File: config.mk
export PLATFORM = sky130hd
export DESIGN_NAME = trade_order_ctrl
export DESIGN_NICKNAME = d
export VERILOG_FILES = /design/src/rtl/trade_order_ctrl.sv
export SDC_FILE = /design/constraint.sdc
export NUM_CORES = 1
export LEC_CHECK = 0
export ABC_CLOCK_PERIOD_IN_PS = 3000
export BUFFER_PORTS_ARGS = -buffer_cell sky130_fd_sc_hd__buf_4
export CAP_MARGIN = 20
export CORE_ASPECT_RATIO = 1.1
export CORE_MARGIN = 5
export CORE_UTILIZATION = 60
export CTS_CLUSTER_DIAMETER = 150
export DETAILED_ROUTE_END_ITERATION = 10
export HOLD_SLACK_MARGIN = 0.08
export PLACE_DENSITY = 0.9
export SLEW_MARGIN = 5
export SYNTH_ARGS = -nofsm -noshare
export SYNTH_HDL_FRONTEND = slang
export SYNTH_SLANG_ARGS = --single-unit
File: constraint.sdc
create_clock -name clk -period 3 [get_ports clk]
set_input_delay 0.6 -clock clk [delete_from_list [all_inputs] [get_ports clk]]
set_output_delay 0.6 -clock clk [all_outputs]
set_load 0.005 [all_outputs]
File: src/rtl/trade_order_ctrl.sv
// trade_order_ctrl: turns single-cycle buy/sell signals into valid/ready order
// transactions, enforcing a net-position limit, a post-order cooldown and an
// acknowledge timeout, and keeps saturating fill/timeout/conflict statistics.
module trade_order_ctrl #(
  parameter int MAX_POS         = 4,
  parameter int COOLDOWN_CYCLES = 8,
  parameter int TIMEOUT_CYCLES  = 16
) (
  input  logic       clk,
  input  logic       rst,
  input  logic       buy_signal,
  input  logic       sell_signal,
  input  logic [7:0] price,
  input  logic       order_ready,
  output logic       order_valid,
  output logic       order_side,
  output logic [7:0] order_price,
  output logic [7:0] position,
  output logic       busy,
  output logic [7:0] fill_count,
  output logic [7:0] timeout_count,
  output logic [7:0] conflict_count
);

  typedef enum logic [1:0] {IDLE, SEND, COOLDOWN} state_t;

  localparam logic signed [7:0] POS_MAX = 8'(MAX_POS);
  localparam logic signed [7:0] POS_MIN = -POS_MAX;
  localparam logic [7:0]        T_LAST  = 8'(TIMEOUT_CYCLES - 1);
  localparam logic [7:0]        CD_LAST = 8'(COOLDOWN_CYCLES - 1);

  state_t            state_q, state_d;
  logic              side_q;
  logic [7:0]        price_q;
  logic signed [7:0] pos_q;
  logic [7:0]        wait_q;
  logic [7:0]        cd_q;
  logic [7:0]        fill_q, timeout_q, conflict_q;

  logic accept, accept_side, fill, drop, conflict;

  // State register.
  always_ff @(posedge clk) begin
    if (rst) state_q <= IDLE;
    else     state_q <= state_d;
  end

  // Next-state decode and per-cycle event strobes.
  always_comb begin
    state_d     = state_q;
    accept      = 1'b0;
    accept_side = 1'b0;
    fill        = 1'b0;
    drop        = 1'b0;
    conflict    = 1'b0;
    case (state_q)
      IDLE: begin
        if (buy_signal && sell_signal) begin
          conflict = 1'b1;
        end else if (buy_signal && (pos_q < POS_MAX)) begin
          accept  = 1'b1;
          state_d = SEND;
        end else if (sell_signal && (pos_q > POS_MIN)) begin
          accept      = 1'b1;
          accept_side = 1'b1;
          state_d     = SEND;
        end
      end
      SEND: begin
        // Ready on the final timeout cycle wins over the drop.
        if (order_ready)          fill = 1'b1;
        else if (wait_q == T_LAST) drop = 1'b1;
        if (fill || drop) state_d = (COOLDOWN_CYCLES == 0) ? IDLE : COOLDOWN;
      end
      COOLDOWN: begin
        if (cd_q == CD_LAST) state_d = IDLE;
      end
      default: state_d = IDLE;
    endcase
  end

  // Order latch, timers, position and saturating statistics.
  always_ff @(posedge clk) begin
    if (rst) begin
      side_q     <= 1'b0;
      price_q    <= '0;
      pos_q      <= '0;
      wait_q     <= '0;
      cd_q       <= '0;
      fill_q     <= '0;
      timeout_q  <= '0;
      conflict_q <= '0;
    end else begin
      if (accept) begin
        side_q  <= accept_side;
        price_q <= price;
        wait_q  <= '0;
      end else if (state_q == SEND && !fill && !drop) begin
        wait_q <= wait_q + 8'd1;
      end
      if (state_q == SEND) cd_q <= '0;
      else if (state_q == COOLDOWN) cd_q <= cd_q + 8'd1;
      if (fill) begin
        pos_q <= side_q ? (pos_q - 8'sd1) : (pos_q + 8'sd1);
        if (fill_q != 8'hFF) fill_q <= fill_q + 8'd1;
      end
      if (drop && timeout_q != 8'hFF) timeout_q <= timeout_q + 8'd1;
      if (conflict && conflict_q != 8'hFF) conflict_q <= conflict_q + 8'd1;
    end
  end

  assign order_valid    = (state_q == SEND);
  assign busy           = (state_q != IDLE);
  assign order_side     = side_q;
  assign order_price    = price_q;
  assign position       = pos_q;
  assign fill_count     = fill_q;
  assign timeout_count  = timeout_q;
  assign conflict_count = conflict_q;

endmodule

=== Word level (Yosys, flattened, before mapping) ===
Cells that the tools add are included.

* Register bits: 59
* Bits of input ports: 13
* Output and inout bits: 43
* Word-level logic and storage cells: 68

* Add/subtract/negate cells: 7
* Magnitude comparators: 2
* Equality and inequality tests: 11
* Multiplexer cells: 23
* Reductions and logical operators: 16

{| class="wikitable"
|+ Operators with widths
! kind !! number
|-
| adder 8 x 1 -> 8 bit (second input constant) || 5
|-
| inequality test 8 bit (second input constant) || 3
|-
| two-way mux 1 bit || 16
|-
| two-way mux 2 bit || 5
|-
| adder 8 x 2 -> 8 bit (second input constant) || 1
|-
| equality test 8 x 3 -> 1 bit (second input constant) || 1
|-
| equality test 8 x 4 -> 1 bit (second input constant) || 1
|-
| greater-than comparator 8 x 3 -> 1 bit (second input constant) || 1
|-
| < comparator 8 x 4 -> 1 bit (second input constant) || 1
|-
| two-way mux 8 bit || 1
|-
| subtractor 8 x 2 -> 8 bit (second input constant) || 1
|-
| logical AND 1 bit || 7
|-
| case mux 2 bit (3 select lines) || 1
|-
| inequality test 2 bit (second input constant) || 2
|-
| AND reduction 4 bit || 1
|-
| OR reduction 2 bit || 2
|-
| inequality test 3 bit (second input constant) || 1
|-
| equality test 2 x 1 -> 1 bit (second input constant) || 1
|-
| equality test 2 bit (second input constant) || 1
|-
| zero test 1 bit || 2
|-
| zero test 2 bit || 1
|-
| inequality test 2 x 1 -> 1 bit (second input constant) || 1
|-
| AND reduction 2 bit || 1
|-
| nonzero test 2 bit || 1
|-
| logical OR 1 bit || 1
|}

=== Logic depth before layout (Yosys ltp) ===
Gate-level depths: netlist of the first run.

* Depth in word-level cells: 7
* Gate-level depth with buffers: 7

=== Worst setup path after synthesis of the first run ===
No wires, ideal clock.

* Kind: input -> register
* From: in order_ready
* To: reg timeout_q[7], in the netlist timeout_count[7]
* Library setup time: 70 ps
* Arrival: 1750 ps
* Required time: 2930 ps
* Path slack: 1179 ps
* Cell stages on the path: 5
* Buffers on the path: 1
* Path through: nor3b_2 o2111ai_2 buf_6 or4_1 a21oi_1

* Cells in the longest elaborated chain, start to end: 4

{| class="wikitable"
|+ RTL lines
! item !! line !! text
|-
| start: declaration || 14 || <nowiki>input logic order_ready,</nowiki>
|-
| two-way mux 1 bit || 71 || <nowiki>if (order_ready) fill = 1'b1;</nowiki>
|-
| two-way mux 1 bit (2 in a row) || 56 || <nowiki>case (state_q)</nowiki>
|-
| logical AND 1 bit || 107 || <nowiki>if (drop && timeout_q != 8'hFF) timeout_q <= timeout_q + 8'd1;</nowiki>
|-
| end signal: assignment || 107 ||
|-
| end: declaration || 38 || <nowiki>logic [7:0] fill_q, timeout_q, conflict_q;</nowiki>
|}

Every way passes these cells. The select of a mux whose other input is x is not followed.
A chain may end at the register's enable or synchronous reset.

=== Worst setup path after layout of the first run ===
* From: reg pos_q[6], in the netlist position[6]
* To: reg price_q[7], in the netlist order_price[7]

* Cells in the longest elaborated chain, start to end: 6

{| class="wikitable"
|+ RTL lines
! item !! line !! text
|-
| start: declaration || 35 || <nowiki>logic signed [7:0] pos_q;</nowiki>
|-
| start signal: assignment || 104 || <nowiki>pos_q <= side_q ? (pos_q - 8'sd1) : (pos_q + 8'sd1);</nowiki>
|-
| greater-than comparator 8 x 3 -> 1 bit || 63 || <nowiki>end else if (sell_signal && (pos_q > POS_MIN)) begin</nowiki>
|-
| logical AND 1 bit || 63 ||
|-
| two-way mux 1 bit || 63 ||
|-
| two-way mux 1 bit (*) || 60 || <nowiki>end else if (buy_signal && (pos_q < POS_MAX)) begin</nowiki>
|-
| two-way mux 1 bit (*) || 58 || <nowiki>if (buy_signal && sell_signal) begin</nowiki>
|-
| two-way mux 1 bit (*) || 56 ||
|-
| end signal: assignment || 96 || <nowiki>price_q <= price;</nowiki>
|-
| end: declaration || 34 || <nowiki>logic [7:0] price_q;</nowiki>
|}

Mark *: on every way between the ends. The rest lies on a longest branch, timed or not.

==> results list, run 1 <==
- Outcome: completed
- Initial cell density of the core: 0.611
- Pre-CTS setup slack: 0.807 ns
- Share of flip-flops with an asynchronous set or reset: 0
* Number of enable-type register cells in the synthesized netlist: 0
* Worst rel slew slack: 0.363
- Clock transition at the register clock pins on the worst setup and hold paths after CTS: 0.07 ns
- Post-cts repair resize count: 0
* Overflow left after global routing: 0
* Std-Cell Core Area: 4970 um2
- The path with the worst hold slack has its endpoint at order_price[3].
* Fillers: 361
- The clock passes through at most 2 buffers.
* TritonCTS buffer count: 9
* Post-synthesis simple-gate area fraction: 0.251
* Clock Sink Count: 59
- Floorplan row count: 27
- Initial antenna violation count: 0
- Number of vias per cell after detailed routing: 6.17
- Average instance area after synthesis: 8.64 um2
- Pin count of the biggest net entering global routing: 51
* Post-synthesis to final-layout area growth: 20.2%
* Kind of end point of the critical path: flop
- Share of cell area taken by muxes after synthesis: 0.0462
- In the global route stage, overall resource usage came out at 0.226.
* Vertical die dimension: 84.6 um
- Of the total synthesized cell area, the portion taken by full adders, half adders and majority gates is 0.0520.
- Counting distinct cell types in the post-synthesis netlist gives 51.
- Number of synthesized register bits: 59
- Global-route wire length before repair: 12.4 mm
* Largest incremental delay on the critical path: 0.76 ns
- Among all flip-flop cells after synthesis, the most frequent one is dfxtp_1.
- Cell at the root of the clock tree: clkbuf_8
- Residual DRC: 0
* Port bufs: 55
* Category of the most critical setup path: flop to flop
- The routed design has 7.25 mm of wire.
* Setup slack on the worst flop-to-flop path: 0.80 ns
- The share of the Yosys chip area taken by registers is 0.389.
* Nets: 427
- Min-delay src: order_price[3]
- Final Core Density: 0.734
- The via count of the first global-routing pass is 2,821.
- Critical path buffer and inverter count: 0
- Power spread over the standard cell area amounts to 492 nW/um2.
- Transition time of the tightest slew-check pin: 0.951 ns
* Lkg Pwr: 1.44 nW
- Worst flop-to-flop path endpoint: order_price[7]
- Number of standard cells in the layout, taps in and fillers out: 465
- The number of pins exceeding their max-slew limit in the final report came to 0.
- RSZ-0062 raised after global routing: false
- Derived from the worst setup path, the maximum achievable clock frequency is 454 MHz.
- Layout cells sized above 1: 0.184
- Largest fanout of any net on the critical path: 18
- Maximum vdd drop: 427 uV
- In this run the count of I/O pins placed on the die edge is 56.
* Slowest CP cell: o2111a_1
- The critical path runs through a total of 4 cells.
* Compound-cell area share of the yosys netlist: 0.169
* Synthesized Nets: 376
- Yosys printed 0 warnings.
- The number of cells on the worst reg-to-reg path is 4.
- Fin crit share: 0.735
- For the final database, setup skew stands at 0.00750 ns.
- Hold path cells: 2
* CTS tree: built
- Setup violators final: 0
- The H-tree was split into 3 levels.
- After synthesis, the largest family of logic cells by area is simple AND/OR/NAND/NOR gates.
- Antenna violation net count after detailed routing: 0
- Hold-fix buffers, CTS: 0
* Fin crit period: 2.20 ns
- The clock reaches the later pin of the worst-skew pair after 0.34 ns.
- Final Wtd Congestion: 0.896
- Antenna diodes: 0
* Critical path startpoint category: flop
* Arrival time at the worst endpoint: 2.46 ns
- Max-Cap Viols: 0
- Mapped Area: 3030 um2
- Fin Setup TNS: 0 ns
* Final Hold Viols: 0
* Via count: 2,869
* Die area: 6580 um2
- Cell-by-cell listing of the critical path: or4_1 -> o21ai_0 -> o2111a_1 -> mux2i_1
* Hold WC Path Type: flop to flop
- At the worst endpoint, the required time is 3.25 ns.
- Crit path setup slack, layout: 0.795 ns
- Dividing the detail-routed wire length by the instance count gives 15.6 um.
- Xor/xnor cell area share of the yosys netlist: 0.0549
- Cell count after synthesis: 351
* Post-Place Cells: 449
- The HPWL after detailed placement is 5.00 mm.
- Starting DRT DRC Count: 202
- The floorplan step set the die width to 77.8 um.
* Startpoint of the worst-slack reg-to-reg timing path: position[6]
* Crit path max-delay family: compound AO/OA/AOI/OAI gates
- Number of buffers added for setup after CTS: 0
- The first detailed-routing pass took 4 iterations.
[synth_stat cells, drive strengths merged, types with 2 or more instances]
cell type	number	area [um2]
nand2	34	128
clkbuf	8	30.0
nand3	21	105
a211oi	7	52.6
or4	9	67.6
ha	11	138
nand2b	2	12.5
and3	6	37.5
o211ai	6	45.0
o31ai	8	60.1
xor2	11	96.3
o21ai	19	95.1
a32oi	3	26.3
o21a	6	45.0
xnor2	8	70.1
a21oi	19	95.1
or3	8	50.1
a31oi	2	12.5
nor3b	2	20.0
mux2i	14	140
buf	8	45.0
nor3	14	70.1
nor2	20	75.1
inv	9	33.8
nor4b	3	26.3
a21o	2	15.0
nand3b	2	15.0
dfxtp	59	1180
nand4	11	68.8
nor4	4	40.0
[sequential cells by signal (all words and copies together), names as in the netlist]
signal and flops:
cd_q 8, order_price 8, conflict_count 8, state_q 2, fill_count 8, order_side 1, wait_q 8, position 8
timeout_count 8
[layout make-up]
cell class / instances / area (um2) / share of cell area
clock buffer: 10 / 128 / 0.0350
clock inverter: 6 / 66.3 / 0.0182
inverter: 10 / 37.5 / 0.0103
multi-input combinational: 266 / 1740 / 0.477
sequential: 59 / 1180 / 0.324
tap: 58 / 72.6 / 0.0199
timing repair buffer: 56 / 420 / 0.115
[worst reg2reg max path: cells and delay by family, from the launching register on]
family | cells | cell delay [ns]
AOI/OAI and AO/OA | 2 | 0.94
DFF | 1 | 0.36
muxes | 1 | 0.30
and+or+nand+nor | 1 | 0.52
[per-stage QoR]
stage	hold WS [ns]	cell area [um2]	power, mW
2_1_floorplan	0.451	3030	1.00
3_3_place_gp	0.445	3450	1.08
3_5_place_dp	0.450	3450	1.09
4_1_cts	0.460	3640	1.80
5_1_grt	0.498	3640	1.87
6_report	0.456	3640	1.79
[where the power goes]
| group | total (mW) | switching, mW | internal, mW |
|---|---|---|---|
| Combinational | 0.217 | 0.116 | 0.101 |
| Clock | 0.714 | 0.331 | 0.383 |
| Sequential | 0.860 | 0.0468 | 0.814 |
[logic make-up after synthesis]
logic type,count (synthesis)
muxes,14
and+or+nand+nor,142
DFF,59
buffers and inverters,26
adders and majority gates,12
xor gates and xnor gates,19
AOI/OAI and AO/OA,79
[layer usage]
metal	vias to the layer above	share of wire	track usage	wire length, um
met2	88	0.52	0.387	3780
li1	1403	-	-	-
met3	11	0.059	0.0697	425
met5	-	0	0	0
met1	1367	0.41	0.257	2950
met4	0	0.014	0.0969	99
[layout by cell type, fill, tap and decap left out, types with 7 or more instances in the layout]
master / Yosys / layout
nand4_1: 11 / 11
nor2_1: 20 / 20
or3_1: 8 / 8
xor2_1: 11 / 11
dfxtp_1: 59 / 59
or4_1: 9 / 9
ha_1: 11 / 11
o31ai_1: 8 / 8
clkbuf_8: 0 / 9
a21oi_1: 19 / 19
a211oi_1: 7 / 7
mux2i_1: 14 / 14
nand3_1: 21 / 21
nand2_1: 34 / 34
nor3_1: 14 / 14
xnor2_1: 8 / 8
buf_4: 1 / 56
inv_1: 9 / 9
o21ai_0: 18 / 18
[how the worst max path moves through the flow]
stage,from,endpoint,slack (ns)
4_1_cts,position[6],order_price[7],0.80
3_5_place_dp,rst,position[6],0.81
2_1_floorplan,order_ready,timeout_count[7],1.18
6_report,position[6],order_price[7],0.80
5_1_grt,state_q[0],timeout_count[5],0.66
3_3_place_gp,rst,position[6],0.87
Note: power is estimated with default switching activity, not from simulation.
==> inputs of run 2 (changes only) <==
ABC_AREA = 1   (was default)
ABC_CLOCK_PERIOD_IN_PS = 1900   (was 3000)
CORE_UTILIZATION = 51   (was 60)
PLACE_DENSITY = 0.81   (was 0.9)
clock period = 1.9 ns   (was 3 ns; I/O delays follow)
==> run 2 against run 1 <==
Net effect: sequential share of layout area shrank 3.6 points; combinational power increased to 2.8 times the previous value; via count increased by 17%; worst hold slack got worse by 0.11 ns; count of clock-buffer cells in the layout rose by 2; critical path type unchanged.
==> results list, run 2 <==
- Outcome: completed
* Kind of end point of the critical path: flop
* Ys flop type: dfxtp_1
* Maximum root-to-sink buffer count: 2
* Clock Sink Count: 59
- During synthesis, Yosys emitted a total of 0 warnings.
* Transition time of the tightest slew-check pin: 0.448 ns
* Number of max-slew violations in the final report: 0
* Vertical die dimension: 94.9 um
- The initial utilization of the core area, before any placement, comes to 0.516.
* Worst-case hold path end point: order_side
- Overall power consumption after layout is estimated at 3.47 mW.
- In the synthesized netlist, the number of instances is 505.
* Hold-fix buffers, CTS: 0
- List of most frequent post-synthesis cells: 135 x nand2_1, 69 x inv_1, 59 x dfxtp_1
- Most common library cell in the layout ignoring fill and taps: nand2_1
- Critical path startpoint category: flop
- Std-Cell Core Area: 6480 um2
* Port bufs: 55
* Fin crit share: 0.926
* Gate power share: 0.174
- Fillers: 545
- Final Wtd Congestion: 0.844
- The synthesized design contains 0 enable-type register cells.
- The tool flagged a number of max-cap violations equal to 0.
- Using the TritonRoute via totals, the vias-per-cell ratio works out to 5.11.
- Leading cell types by total area after synthesis: dfxtp_1 35%, nand2_1 15%, inv_1 7.7%
- Reg area: 1180 um2
- Category of the most critical setup path: flop to flop
- RSZ-0062 raised after global routing: false
* Layout cells sized above 1: 0.177
- Width of the die: 87.2 um
* Data required time at the worst endpoint: 2.13 ns
- Post-synthesis to final-layout area growth: 22.8%
- Clock latency on the worst-skew pair, taken at its later pin, is 0.33 ns.
- At the end of the flow the core is filled with cells to 0.634.
- Dividing the detail-routed wire length by the instance count gives 11.9 um.
- For this design the ratio of total power to cell area is 845 nW/um2.
- Entering global routing, the biggest net connects 25 pins.
- Of the total power, the share spent switching nets is 0.269.
* Largest fanout of any net on the critical path: 10
* Worst flop-to-flop path endpoint: position[5]
- HPWL Detailed: 5.62 mm
- Antenna violation net count after detailed routing: 0
- Worst clock skew: 0.00952 ns
* Number of synthesized register bits: 59
- TritonCTS built the clock tree.
- Static timing analysis puts the maximum clock frequency at 568 MHz.
* Clock transition at the register clock pins on the worst setup and hold paths after CTS: 0.07 ns
* Number of buffers added for setup after CTS: 0
- Fin crit period: 1.76 ns
- Initial antenna violation count: 0
* Number of levels the H-tree was split into: 3
- Hold path cells: 4
- The tightest min-delay check is of the input port to flop type.
- Arrival time at the worst endpoint: 1.99 ns
- Lkg Pwr: 1.90 nW
- The share of synthesized area in the top cell type comes to 0.353.
- Post-cts repair resize count: 0
* Total track usage: 0.198
* Maximum vdd drop: 503 uV
* Final Hold Viols: 0
- Overflow left after global routing: 0
- Among all cell types in the netlist, the one instantiated most often is nand2_1.
* Setup slack on the worst flop-to-flop path: 0.14 ns
- Clock power share: 0.428
* TritonCTS buffer count: 9
- Part of the Yosys area used for sequential elements: 0.353
- Number of detailed-route iterations in the first pass: 5
* Global-route wire length before repair: 13.2 mm
- The biggest area contributor in the post-synthesis netlist is dfxtp_1.
- In this run the most critical hold path is launched from buy_signal.
* Startpoint of the worst-slack reg-to-reg timing path: order_side
* Die area: 8280 um2
* Worst rel slew slack: 0.701
* Multi-input combinational cell area: 1820 um2
- Fin Setup TNS: 0 ns
* Nets: 592
- Fraction of power consumed by sequential logic: 0.398
- Internal power comes to 2.54 mW.
- Sw Pwr: 933 uW
- Residual DRC: 0
- Antenna diodes: 0
- Wires add up to 7.78 mm.
- Via count: 3,345
* I/O pin count: 56
- Setup violations remaining at the end of the flow were counted as 0.
* Starting DRT DRC Count: 177
* Cell variety after synth: 34
* Share of flip-flops with an asynchronous set or reset: 0
- Cell at the root of the clock tree: clkbuf_8
- Via count of the first global-routing pass: 2,985
* Count of cells along the worst register-to-register path: 9
- Summing every instance area after synthesis gives 3340 um2.
* Average instance area after synthesis: 6.62 um2
- The floorplan has 31 rows.
* Top library cells by usage in the layout, fill and taps aside: 135 x nand2_1, 69 x inv_1, 59 x dfxtp_1
* Synthesized Nets: 530
## run 2: cells by family after synthesis
| family | synth area share |
|---|---|
| buffers and inverters | 0.101 |
| XOR/XNOR | 0.0445 |
| AND/OR/NAND/NOR | 0.355 |
| adder cells (fa/ha/maj) | 0.0472 |
| flip-flops | 0.353 |
| AO/OA/AOI/OAI | 0.0992 |
## run 2: worst max-delay path by stage
stage	end	startpoint	depth (start not counted)	slack [ns]
3_3_place_gp	position[5]	order_side	9	0.27
6_report	position[5]	order_side	9	0.14
3_5_place_dp	position[7]	order_side	9	0.22
4_1_cts	position[5]	order_side	9	0.16
5_1_grt	position[7]	order_side	9	0.003
2_1_floorplan	position[6]	order_side	7	0.39
## run 2: stage by stage
step	std cells	setup WS [ns]	hold WS (ns)	instance area, um2
after detailed placement	638	0.221	0.470	3850
after CTS	654	0.156	0.333	4110
final	654	0.140	0.345	4110
after global placement	638	0.269	0.463	3850
after floorplan	505	0.392	0.456	3340
after global routing	654	0.00345	0.337	4110
## run 2: layout make-up
type                            count  area share
Sequential cell                    59       0.288
Inverter                           80      0.0737
Tap cell                           82      0.0250
Clock inverter                      4      0.0232
Multi-Input combinational cell    359       0.444
Clock buffer                       12      0.0402
Timing Repair Buffer               58       0.106
## run 2: power by group through the flow
stage               Clock, mW  Combinational, mW  Sequential (mW)
floorplan                   0              0.379             1.40
global placement            0              0.585             1.41
detailed placement          0              0.601             1.41
CTS                      1.51              0.608             1.38
global route             1.58              0.685             1.39
finish                   1.48              0.604             1.38
## run 2: metal layers
layer / vias up / GRT usage / wire length [um]
met1: 1512 / 0.234 / 3380
met2: 97 / 0.355 / 3800
met3: 13 / 0.0323 / 428
met5: - / 0 / 0
met4: 0 / 0.0729 / 162
li1: 1723 / - / -
## run 2: critical path, cell delays in order (launching register included)
cell and delay [ns]:
dfxtp_1 0.60, ha_1 0.38, nand3_1 0.14, nand3_1 0.14, nand3_1 0.13, nand2_1 0.06, nand2_1 0.05, nand3_1 0.06
nand2_1 0.07, inv_1 0.03
